**src/rtl/program_counter_pkg.sv**
```systemverilog
// Shared core constants for the RV32I program counter.
package program_counter_pkg;

  // Architectural register width of the core.
  localparam int unsigned PC_XLEN = 32;

  // Address fetched first after reset.
  localparam logic [PC_XLEN-1:0] PC_RESET_VECTOR = 32'h0000_0000;

  // Every RV32I instruction is 4 bytes; its address must be a multiple of this.
  localparam int unsigned INSTR_BYTES = 4;

  // Number of low PC bits that must be zero for an aligned fetch.
  localparam int unsigned INSTR_ALIGN_BITS = $clog2(INSTR_BYTES);

endpackage : program_counter_pkg

```
**src/rtl/program_counter.sv**
```systemverilog
// Architectural PC register: captures the next-PC every edge and exposes the
// sequential increment and a fetch-alignment flag derived from the current PC.
module program_counter
  import program_counter_pkg::*;
#(
  parameter int unsigned        XLEN         = PC_XLEN,
  parameter logic [XLEN-1:0]    RESET_VECTOR = XLEN'(PC_RESET_VECTOR)
) (
  input  logic            clk,
  input  logic            reset,
  input  logic [XLEN-1:0] PC_in,
  output logic [XLEN-1:0] PC_out,
  output logic [XLEN-1:0] PC_plus4,
  output logic            misaligned
);

  logic [XLEN-1:0] r_pc;
  logic [XLEN-1:0] w_pc_plus4;
  logic            w_misaligned;

  // PC register: reset vector while reset is low, otherwise the next-PC verbatim.
  always_ff @(posedge clk) begin
    if (!reset) begin
      r_pc <= RESET_VECTOR;
    end else begin
      r_pc <= PC_in;
    end
  end

  // Sequential increment (wraps modulo 2^XLEN) and low-bit alignment check.
  always_comb begin
    w_pc_plus4   = r_pc + XLEN'(INSTR_BYTES);
    w_misaligned = |r_pc[INSTR_ALIGN_BITS-1:0];
  end

  assign PC_out     = r_pc;
  assign PC_plus4   = w_pc_plus4;
  assign misaligned = w_misaligned;

endmodule : program_counter

```
**config.mk**
```make
export PLATFORM = sky130hd
export DESIGN_NAME = program_counter
export DESIGN_NICKNAME = d
export VERILOG_FILES = /design/src/rtl/program_counter_pkg.sv /design/src/rtl/program_counter.sv
export SDC_FILE = /design/constraint.sdc
export NUM_CORES = 1
export LEC_CHECK = 0
export CORE_ASPECT_RATIO = 0.7
export CORE_UTILIZATION = 38
export DETAILED_ROUTE_END_ITERATION = 8
export PLACE_DENSITY_LB_ADDON = 0.15
export SYNTH_ARGS = -nofsm -noshare
export SYNTH_HDL_FRONTEND = slang
export SYNTH_SLANG_ARGS = --single-unit
```
**constraint.sdc**
```tcl
create_clock -name clk -period 4.45 [get_ports clk]
set_input_delay 0.89 -clock clk [delete_from_list [all_inputs] [get_ports clk]]
set_output_delay 0.89 -clock clk [all_outputs]
set_load 0.02 [all_outputs]
```
==> results by group, run 1 <==
Timing
  – Setup Total Neg Slack: 0 ns
  – Min Hold Slack: approximately 1.2 ns
  – Ratio of final minimum period to clock period: 0.766
  – Unrepaired setup endpoints after global routing: false
  – Slew Limit Headroom: 0.469
  – Final hold violations: 0
  – Minimum clock period after layout: ~3.4 ns
  – Number of setup violations in the final report: 0
  – Transition time at the pin with the least slew margin: about 0.79 ns
  – Pins Over Slew Limit: 0
  – Max Freq: ~0.3 GHz

Finish
  – Growth of design area from synthesis to finish: 76.1%
  – Final net count: between 200 and 300
  – Number of flip-flops in the largest register: 32
  – Layout Cell Area excl Fill: roughly 2500 µm²
  – Number of antenna cells inserted: 0
  – Utilization after layout: 0.708
  – Share of post-route cells with drive strength above 1: 0.0558

Place
  – Port Buffer Count: 98
  – Area of placed instances: between 2000 and 2500 µm²
  – HPWL reported at the end of detailed placement: 2790 µm
  – Final RePlAce weighted congestion: between 0.7 and 0.8

Floorplanning
  – Io pins: 99
  – Starting density of the core: 0.402
  – Area of the die: roughly 4000 µm²
  – Vertical extent of the die: ~53 µm
  – Core region area: about 3600 µm²
  – Die extent in x: approximately 76 µm
  – FP Rows: 18

Min path
  – Hold Path Class: in2reg
  – Hold Path Sink: PC_out[22]$_SDFF_PN0_
  – HP Start: PC_in[22]
  – Worst hold path cell count: 2

Yosys
  – Yosys top cell area share: 0.445
  – Total standard cell area after synthesis: between 1000 and 1500 µm²
  – Number of enable-type register cells in the synthesized netlist: 0
  – Async set-reset flop share out of synthesis: 0
  – Synthesized Nets: roughly 190
  – Distinct cells, synth: 20
  – Commonest cells in the synthesized netlist: and2_1 (33), dfxtp_1 (32), xnor2_1 (21), nand2_1 (10), nand3_1 (10)
  – Count of state elements after synthesis: 32
  – Syn Inst Count: around 150
  – Most frequently used cell type in the post-synthesis netlist: and2_1
  – Sequential share of the synthesized area: 0.445
  – Synth area leaders: dfxtp_1 (45%), and2_1 (14%), xnor2_1 (13%)
  – Number of warnings printed during yosys synthesis: 0
  – Post-synth top area cell: dfxtp_1
  – Post-synth top flop: dfxtp_1
  – Mean instance size in the synthesized netlist: 9.53 µm²

GRT
  – GRT Residual Overflow: 0
  – Wire length of the first global-routing pass: between 5000 and 6000 µm
  – Number of antenna violations at the first check in global routing: 0
  – Maximum number of pins on one net before global-route repair: 33
  – Vias in the first global route: 1200
  – Tot GR Track Use: 0.193

Clock network
  – Buffer count from post-CTS setup fixing: 0
  – Clock root buffer: clkbuf_8
  – Max Buffers Root-to-Sink: 2
  – Hold-fix buffers at CTS: 0
  – Number of H-tree branching levels: 2
  – Number of sinks handled by clock tree synthesis: 32
  – TritonCTS clock tree: yes
  – CTS clock-pin slew for the worst setup and hold paths: about 0.060 ns
  – Quantity of gates resized following cts: 0
  – TritonCTS buffer count: 5

Routing
  – Antenna viol nets, final: 0
  – Routed length per placed instance: 11.8 µm
  – Detailed-route DRC error count: 0
  – Final wirelength: roughly 3600 µm
  – Detail-routed via count per cell: 4.52
  – Drt first-iter violations: 29
  – Length of the first detailed-routing pass in iterations: 4
  – Vias post-DR: roughly 1400

Run
  – Number of max-cap violations: 0

Setup path
  – Data arrival time of the worst path: 2.52 ns
  – Maximum net fanout on the critical path: 8
  – CP cell instances: ha_1, nand3_1, nor4_4, nand4_1, xnor2_1, clkdlybuf4s50_1
  – Data required time at the worst endpoint: roughly 3.6 ns
  – Type of element launching the critical path: flop
  – Slowest-stage cell, CP: clkdlybuf4s50_1
  – Cell class contributing the biggest share of worst-path delay: simple AND/OR/NAND/NOR gates
  – Combined buffer and inverter count along the critical path: 1
  – Kind of end point of the critical path: primary output
  – Worst path max stage delay: between 0.6 and 0.7 ns
  – Worst Setup Path Type: reg2out

Outcome
  – Result of the run: complete, no violations

Power and ir drop
  – Static leakage: 0.000958 µW
  – Power per standard cell area: between 200 and 300 nW/µm²
  – Peak supply drop: 0.000207 V
  – Overall power after layout: 683 µW
-- cells in the final DEF, fill, tap and decap left out, drive strengths merged --
master         instances
and2                  33
and3                   2
and4                   2
clkbuf                 6
clkdlybuf4s50         98
clkinv                 1
dfxtp                 32
ha                     1
inv                    2
nand2                 10
nand3                 11
nand4                 10
nor2                   7
nor3                   3
nor4                   2
or2                    3
xnor2                 21
xor2                   7
-- kinds of logic (layout without fill, tap and decap cells) --
logic type,after synthesis,after routing,share of synthesized area
AND/OR/NAND/NOR,83,83,0.352
flip-flops,32,32,0.445
XOR/XNOR,28,28,0.170
buffers and inverters,7,107,0.0235
adder cells (fa/ha/maj),1,1,0.00869
-- through the flow --
step	setup WS, ns	std cells
after CTS	0.984	301
after global placement	1.35	294
after detailed placement	1.29	294
final	1.04	301
after floorplan	1.76	151
after global routing	0.792	301
-- worst max-delay path by stage --
stage	from	endpoint	slack [ns]	cells past startpoint
floorplan	PC_out[2]$_SDFF_PN0_	PC_plus4[24]	1.76	5
global placement	PC_out[2]$_SDFF_PN0_	PC_plus4[24]	1.35	6
detailed placement	PC_out[2]$_SDFF_PN0_	PC_plus4[24]	1.29	6
CTS	PC_out[2]$_SDFF_PN0_	PC_plus4[24]	0.98	6
global route	PC_out[2]$_SDFF_PN0_	PC_plus4[24]	0.79	6
finish	PC_out[2]$_SDFF_PN0_	PC_plus4[24]	1.04	6
-- where the power goes --
| group | switching, µW | total, µW | internal, µW |
|---|---|---|---|
| clock network | 96.5 | 203 | 106 |
| logic | 66.1 | 159 | 92.7 |
| registers | 19.4 | 322 | 302 |
-- routing by layer --
| layer | track usage | vias up | wire length (µm) |
|---|---|---|---|
| li1 | - | 689 | - |
| met3 | 0.0914 | 5 | 382 |
| met4 | 0.0926 | 0 | 44 |
| met2 | 0.295 | 65 | 1570 |
| met5 | 0 | - | 0 |
| met1 | 0.227 | 602 | 1550 |
-- layout make-up --
| class | count | area, µm² |
|---|---|---|
| multi-input combinational | 112 | 764 |
| fill | 287 | 1050 |
| tap | 50 | 62.6 |
| clock buffer | 6 | 72.6 |
| clock inverter | 1 | 5.00 |
| timing repair buffer | 98 | 981 |
| sequential | 32 | 641 |
| inverter | 2 | 7.51 |
No activity file was read; power rests on OpenSTA's default activity.
==> run 2, diff against run 1 <==
--- a/config.mk
+++ b/config.mk
@@ -6,7 +6,7 @@
 export NUM_CORES = 1
 export LEC_CHECK = 0
 export CORE_ASPECT_RATIO = 0.7
-export CORE_UTILIZATION = 38
+export CORE_UTILIZATION = 32
 export DETAILED_ROUTE_END_ITERATION = 8
 export PLACE_DENSITY_LB_ADDON = 0.15
 export SYNTH_ARGS = -nofsm -noshare
==> constraint.sdc (replaced) <==
create_clock -name clk -period 2.8 [get_ports clk]
set_input_delay 0.56 -clock clk [delete_from_list [all_inputs] [get_ports clk]]
set_output_delay 0.56 -clock clk [all_outputs]
set_load 0.02 [all_outputs]
==> run 2 against run 1 <==
Compared with the run above:
- power up 58%
- die area up 18%
- routed wire length up 4.1%
- combinational power up 55%
- sequential power up 58%
- critical path depth up 1
- global-route usage down 2.7 points
- non-clock buffer count up 7
- first-iteration DRC count up 6.9%
- hold slack worse by 0.32 ns
==> results by group, run 2 (synthesized netlist as in run 1, its figures left out) <==
Routing
  – Routed length per placed instance: 11.9 µm (+1.1%)
  – Antenna viol nets, final: 0 (unchanged)
  – Detail-routed via count per cell: 4.41 (-2.5%)
  – Length of the first detailed-routing pass in iterations: 4 (unchanged)
  – Vias post-DR: 1366 (+0.37%)
  – Final wirelength: 3700 µm (+4.1%)
  – Detailed-route DRC error count: 0 (unchanged)
  – Drt first-iter violations: 31 (+6.9%)

Clock network
  – TritonCTS buffer count: 5 (unchanged)
  – Number of sinks handled by clock tree synthesis: 32 (unchanged)
  – TritonCTS clock tree: yes
  – Max Buffers Root-to-Sink: 2 (unchanged)
  – CTS clock-pin slew for the worst setup and hold paths: 0.06 ns (about the same)
  – Number of H-tree branching levels: 2 (unchanged)
  – Clock root buffer: clkbuf_8
  – Buffer count from post-CTS setup fixing: 0 (unchanged)

Finish
  – Final net count: 293 (+2.4%)
  – Filler Cell Count: 381 (+33%)
  – Commonest cells after routing, fill and taps aside: clkdlybuf4s50_1 (75), and2_1 (33), dfxtp_1 (32)
  – Number of antenna cells inserted: 0 (unchanged)
  – Growth of design area from synthesis to finish: 78.4%
  – Share of post-route cells with drive strength above 1: 0.0814 (+0.0256)
  – Filler-free cell count of the finished design: 310 (+3.0%)
  – Leading cell type in the layout, fill and taps excluded: clkdlybuf4s50_1
  – Number of flip-flops in the largest register: 32 (unchanged)

Setup path
  – Data required time at the worst endpoint: 2.24 ns (-1.32 ns)
  – Maximum net fanout on the critical path: 5 (-3)
  – Data arrival time of the worst path: 2.09 ns (-0.43 ns)
  – Kind of end point of the critical path: primary output
  – Type of element launching the critical path: flop
  – Worst Setup Path Type: reg2out

Floorplanning
  – Area of the die: 4770 µm² (+18%)
  – FP Rows: 19 (+1)
  – Starting density of the core: 0.350 (-0.0520)
  – Vertical extent of the die: 58.1 µm (+8.6%)
  – Io pins: 99 (unchanged)
  – Die extent in x: 82.1 µm (+8.7%)
  – Core region area: 4110 µm² (+15%)

GRT
  – Tot GR Track Use: 0.166 (-0.0269)
  – Number of antenna violations at the first check in global routing: 0 (unchanged)
  – GRT Residual Overflow: 0 (unchanged)
  – Vias in the first global route: 1257 (+4.8%)
  – Maximum number of pins on one net before global-route repair: 33 (unchanged)
  – Wire length of the first global-routing pass: 5860 µm (+6.5%)

Timing
  – Final hold violations: 0 (unchanged)
  – Number of setup violations in the final report: 0 (unchanged)
  – Setup Total Neg Slack: 0 ns (unchanged)
  – Unrepaired setup endpoints after global routing: false
  – Transition time at the pin with the least slew margin: 0.792 ns (-0.00201 ns)
  – Smallest setup slack after layout: 0.150 ns (-0.893 ns)
  – Pins Over Slew Limit: 0 (unchanged)
  – Minimum clock period after layout: ~2.7 ns
  – Max Freq: between 0.3 and 0.4 GHz
  – Slew Limit Headroom: 0.471 (+0.00135)
  – Ratio of final minimum period to clock period: 0.946

Place
  – Placed cell count: 303 (+3.1%)
  – Final RePlAce weighted congestion: 0.798 (+4.5%)
  – Port Buffer Count: 98 (unchanged)
  – HPWL reported at the end of detailed placement: 2890 µm (+3.5%)
  – Minimum setup slack after placement: 0.158 ns (-1.14 ns)

Power and ir drop
  – Overall power after layout: 1080 µW (+58%)
  – Peak supply drop: 0.000343 V (+66%)
  – Power per standard cell area: 420 nW/µm² (+56%)
  – Static leakage: 0.00109 µW (+13%)

Run
  – Number of max-cap violations: 0 (unchanged)

Min path
  – Hold Path Class: in2reg

Outcome
  – Result of the run: complete, no violations
run 2: layout make-up:
class	count	area, µm²	area share
clock buffers	6	72.6	0.0283
clock inverters	1	5.00	0.00195
inverters	2	7.51	0.00292
multi-input cells	112	764	0.298
flip-flops and latches	32	641	0.250
well taps	52	65.1	0.0253
repair buffers	105	1010	0.394
run 2: worst max-delay path: stages, from the launching register on:
cell and delay, ns:
dfxtp_1 0.41, ha_1 0.22, nand3_1 0.16, buf_4 0.19, nor2_1 0.11, and4_2 0.25
xor2_1 0.13, dlygate4sd2_1 0.34
run 2: through the flow:
stage | hold WS, ns | utilization | cell area, µm²
floorplan | 0.682 | - | 1440
global placement | 1.13 | 0.611 | 2510
detailed placement | 1.14 | 0.611 | 2510
CTS | 0.841 | 0.623 | 2560
global route | 0.848 | 0.624 | 2570
finish | 0.854 | 0.624 | 2570
run 2: worst paths after layout:
kind                    to  depth (start not counted)            startpoint
min   PC_out[6]$_SDFF_PN0_                          2              PC_in[6]
max           PC_plus4[12]                          7  PC_out[2]$_SDFF_PN0_
run 2: layer usage:
metal	routed length [µm]	vias up	global-route usage
met5	0	-	0
met4	48	0	0.0752
met3	367	5	0.0661
met2	1520	61	0.244
met1	1760	594	0.212
li1	-	706	-
run 2: where the power goes:
group / internal [µW] / switching [µW]
combinational: 139 / 107
clock: 169 / 155
sequential: 480 / 28.4
run 2: what timing repair did:
item	in CTS	in global routing
resized for setup	21	2
endpoints found under the hold margin	0	0
hold buffers	0	0
pin swaps	0	0
endpoints found under the setup margin	21	2
==> run 3, diff against run 2 <==
--- a/config.mk
+++ b/config.mk
@@ -9,6 +9,7 @@
 export CORE_UTILIZATION = 32
 export DETAILED_ROUTE_END_ITERATION = 8
 export PLACE_DENSITY_LB_ADDON = 0.15
+export SETUP_SLACK_MARGIN = 0.4
 export SYNTH_ARGS = -nofsm -noshare
 export SYNTH_HDL_FRONTEND = slang
 export SYNTH_SLANG_ARGS = --single-unit
==> run 3 against run 2 <==
Compared with the run above:
- clock power hardly changed
- first-iteration DRC count is 13% lower
- sequential share of layout area is 0.54 points higher
- via count is 0.88% higher
- maximum frequency is 14% higher
- routed wire length is 3.7% higher
- sequential cell count stayed put
- critical endpoint unchanged
- highest routed layer unchanged
==> results by group, run 3 (synthesized netlist as in run 1, its figures left out) <==
Outcome
  – Result of the run: complete, no violations

GRT
  – Maximum number of pins on one net before global-route repair: 33 (unchanged)
  – Number of antenna violations at the first check in global routing: 0 (unchanged)
  – Wire length of the first global-routing pass: 6020 µm (+2.7%)
  – Tot GR Track Use: 0.170 (+0.00398)
  – Vias in the first global route: 1276 (+1.5%)
  – GRT Residual Overflow: 0 (unchanged)

Setup path
  – Data required time at the worst endpoint: 2.24 ns (about the same)
  – Worst Setup Path Type: reg2out
  – Maximum net fanout on the critical path: 5 (unchanged)
  – Type of element launching the critical path: flop
  – Kind of end point of the critical path: primary output
  – Data arrival time of the worst path: 1.77 ns (-0.32 ns)

Routing
  – Final wirelength: 3840 µm (+3.7%)
  – Length of the first detailed-routing pass in iterations: 4 (unchanged)
  – Drt first-iter violations: 27 (-13%)
  – Vias post-DR: 1378 (+0.88%)
  – Routed length per placed instance: 12.3 µm (+3.4%)
  – Detail-routed via count per cell: 4.43 (+0.55%)
  – Detailed-route DRC error count: 0 (unchanged)
  – Antenna viol nets, final: 0 (unchanged)

Timing
  – Setup Total Neg Slack: 0 ns (unchanged)
  – Minimum clock period after layout: 2.33 ns (-0.324 ns)
  – Ratio of final minimum period to clock period: 0.831 (-0.116)
  – Slew Limit Headroom: 0.466 (-0.00442)
  – Max Freq: 0.430 GHz (+14%)
  – Final hold violations: 0 (unchanged)
  – Min Hold Slack: 0.846 ns (-0.00782 ns)
  – Unrepaired setup endpoints after global routing: true
  – Transition time at the pin with the least slew margin: 0.798 ns (+0.00660 ns)
  – Pins Over Slew Limit: 0 (unchanged)
  – Smallest setup slack after layout: 0.474 ns (+0.324 ns)
  – Number of setup violations in the final report: 0 (unchanged)

Finish
  – Number of flip-flops in the largest register: 32 (unchanged)
  – Filler Cell Count: 360 (-5.5%)
  – Leading cell type in the layout, fill and taps excluded: clkdlybuf4s50_1
  – Commonest cells after routing, fill and taps aside: clkdlybuf4s50_1 (72), and2_1 (33), xnor2_1 (21)
  – Utilization after layout: 0.630 (+0.00578)
  – Final net count: 294 (+0.34%)
  – Filler-free cell count of the finished design: 311 (+0.32%)
  – Share of post-route cells with drive strength above 1: 0.236 (+0.154)
  – Growth of design area from synthesis to finish: 80.1%
  – Number of antenna cells inserted: 0 (unchanged)

Clock network
  – TritonCTS clock tree: yes
  – Max Buffers Root-to-Sink: 2 (unchanged)
  – Number of H-tree branching levels: 2 (unchanged)
  – CTS clock-pin slew for the worst setup and hold paths: 0.06 ns (about the same)
  – Number of sinks handled by clock tree synthesis: 32 (unchanged)
  – Hold-fix buffers at CTS: 0 (unchanged)
  – TritonCTS buffer count: 5 (unchanged)
  – Clock root buffer: clkbuf_8

Min path
  – Hold Path Sink: PC_out[2]$_SDFF_PN0_
  – HP Start: PC_in[2]
  – Worst hold path cell count: 2 (unchanged)
  – Hold Path Class: in2reg

Power and ir drop
  – Static leakage: 0.00104 µW (-4.4%)
  – Peak supply drop: 0.000346 V (+0.72%)
  – Power per standard cell area: 418 nW/µm² (-0.54%)

Floorplanning
  – Vertical extent of the die: 58.1 µm (unchanged)
  – Area of the die: 4770 µm² (unchanged)
  – Die extent in x: 82.1 µm (unchanged)
  – Starting density of the core: 0.350 (unchanged)
  – Io pins: 99 (unchanged)
  – FP Rows: 19 (unchanged)
  – Core region area: 4110 µm² (unchanged)

Place
  – Minimum setup slack after placement: 0.158 ns (unchanged)
  – Placed cell count: 303 (unchanged)
  – HPWL reported at the end of detailed placement: 2890 µm (unchanged)
  – Final RePlAce weighted congestion: 0.798 (unchanged)
  – Port Buffer Count: 98 (unchanged)

Run
  – Number of max-cap violations: 0 (unchanged)
run 3: routing by layer:
metal | wire length [µm] | part of all wire | vias to the layer above | global-route usage
li1 | - | - | 709 | -
met1 | 1760 | 0.46 | 604 | 0.214
met2 | 1640 | 0.43 | 61 | 0.253
met3 | 395 | 0.10 | 4 | 0.0677
met4 | 46 | 0.012 | 0 | 0.0802
met5 | 0 | 0 | - | 0
run 3: worst max-delay path by stage:
stage	to	cells after the start	startpoint
3_5_place_dp	PC_plus4[12]	7	PC_out[2]$_SDFF_PN0_
4_1_cts	PC_plus4[12]	7	PC_out[2]$_SDFF_PN0_
6_report	PC_plus4[12]	7	PC_out[2]$_SDFF_PN0_
2_1_floorplan	PC_plus4[24]	5	PC_out[2]$_SDFF_PN0_
3_3_place_gp	PC_plus4[12]	7	PC_out[2]$_SDFF_PN0_
5_1_grt	PC_plus4[26]	7	PC_out[2]$_SDFF_PN0_
run 3: per-stage QoR:
stage                     area (µm²)  power [µW]
after floorplan                 1440         624
after global placement          2510         778
after detailed placement        2510         779
after CTS                       2590        1100
after global routing            2590        1140
final                           2590        1080
run 3: power breakdown:
group | leakage, µW | total (µW) | switching (µW) | internal [µW]
registers | 0.000271 | 513 | 31.9 | 481
clock network | 0.0000410 | 324 | 156 | 169
logic | 0.000728 | 246 | 109 | 137
total | 0.00104 | 1080 | 297 | 787
run 3: worst max-delay path, stage by stage, from the launching register on:
cell,delay [ns]
dfxtp_4,0.37
ha_2,0.22
nand3_4,0.09
buf_4,0.15
nor2_1,0.11
and4_2,0.25
xor2_1,0.14
buf_4,0.16
run 3: timing repair:
action / 4_1_cts / 5_1_grt
buffers inserted: 1 / 0
resized for setup: 107 / 25
pin swaps: 1 / 2
gates cloned: 0 / 0
endpoints found under the setup margin: 26 / 23
run 3: final cells by class:
type / instances / area [µm²] / share of cell area
clock buffers: 6 / 72.6 / 0.0280
clock inverters: 1 / 5.00 / 0.00193
inverters: 2 / 7.51 / 0.00290
multi-input cells: 112 / 823 / 0.318
flip-flops and latches: 32 / 661 / 0.255
well taps: 52 / 65.1 / 0.0251
repair buffers: 106 / 957 / 0.369
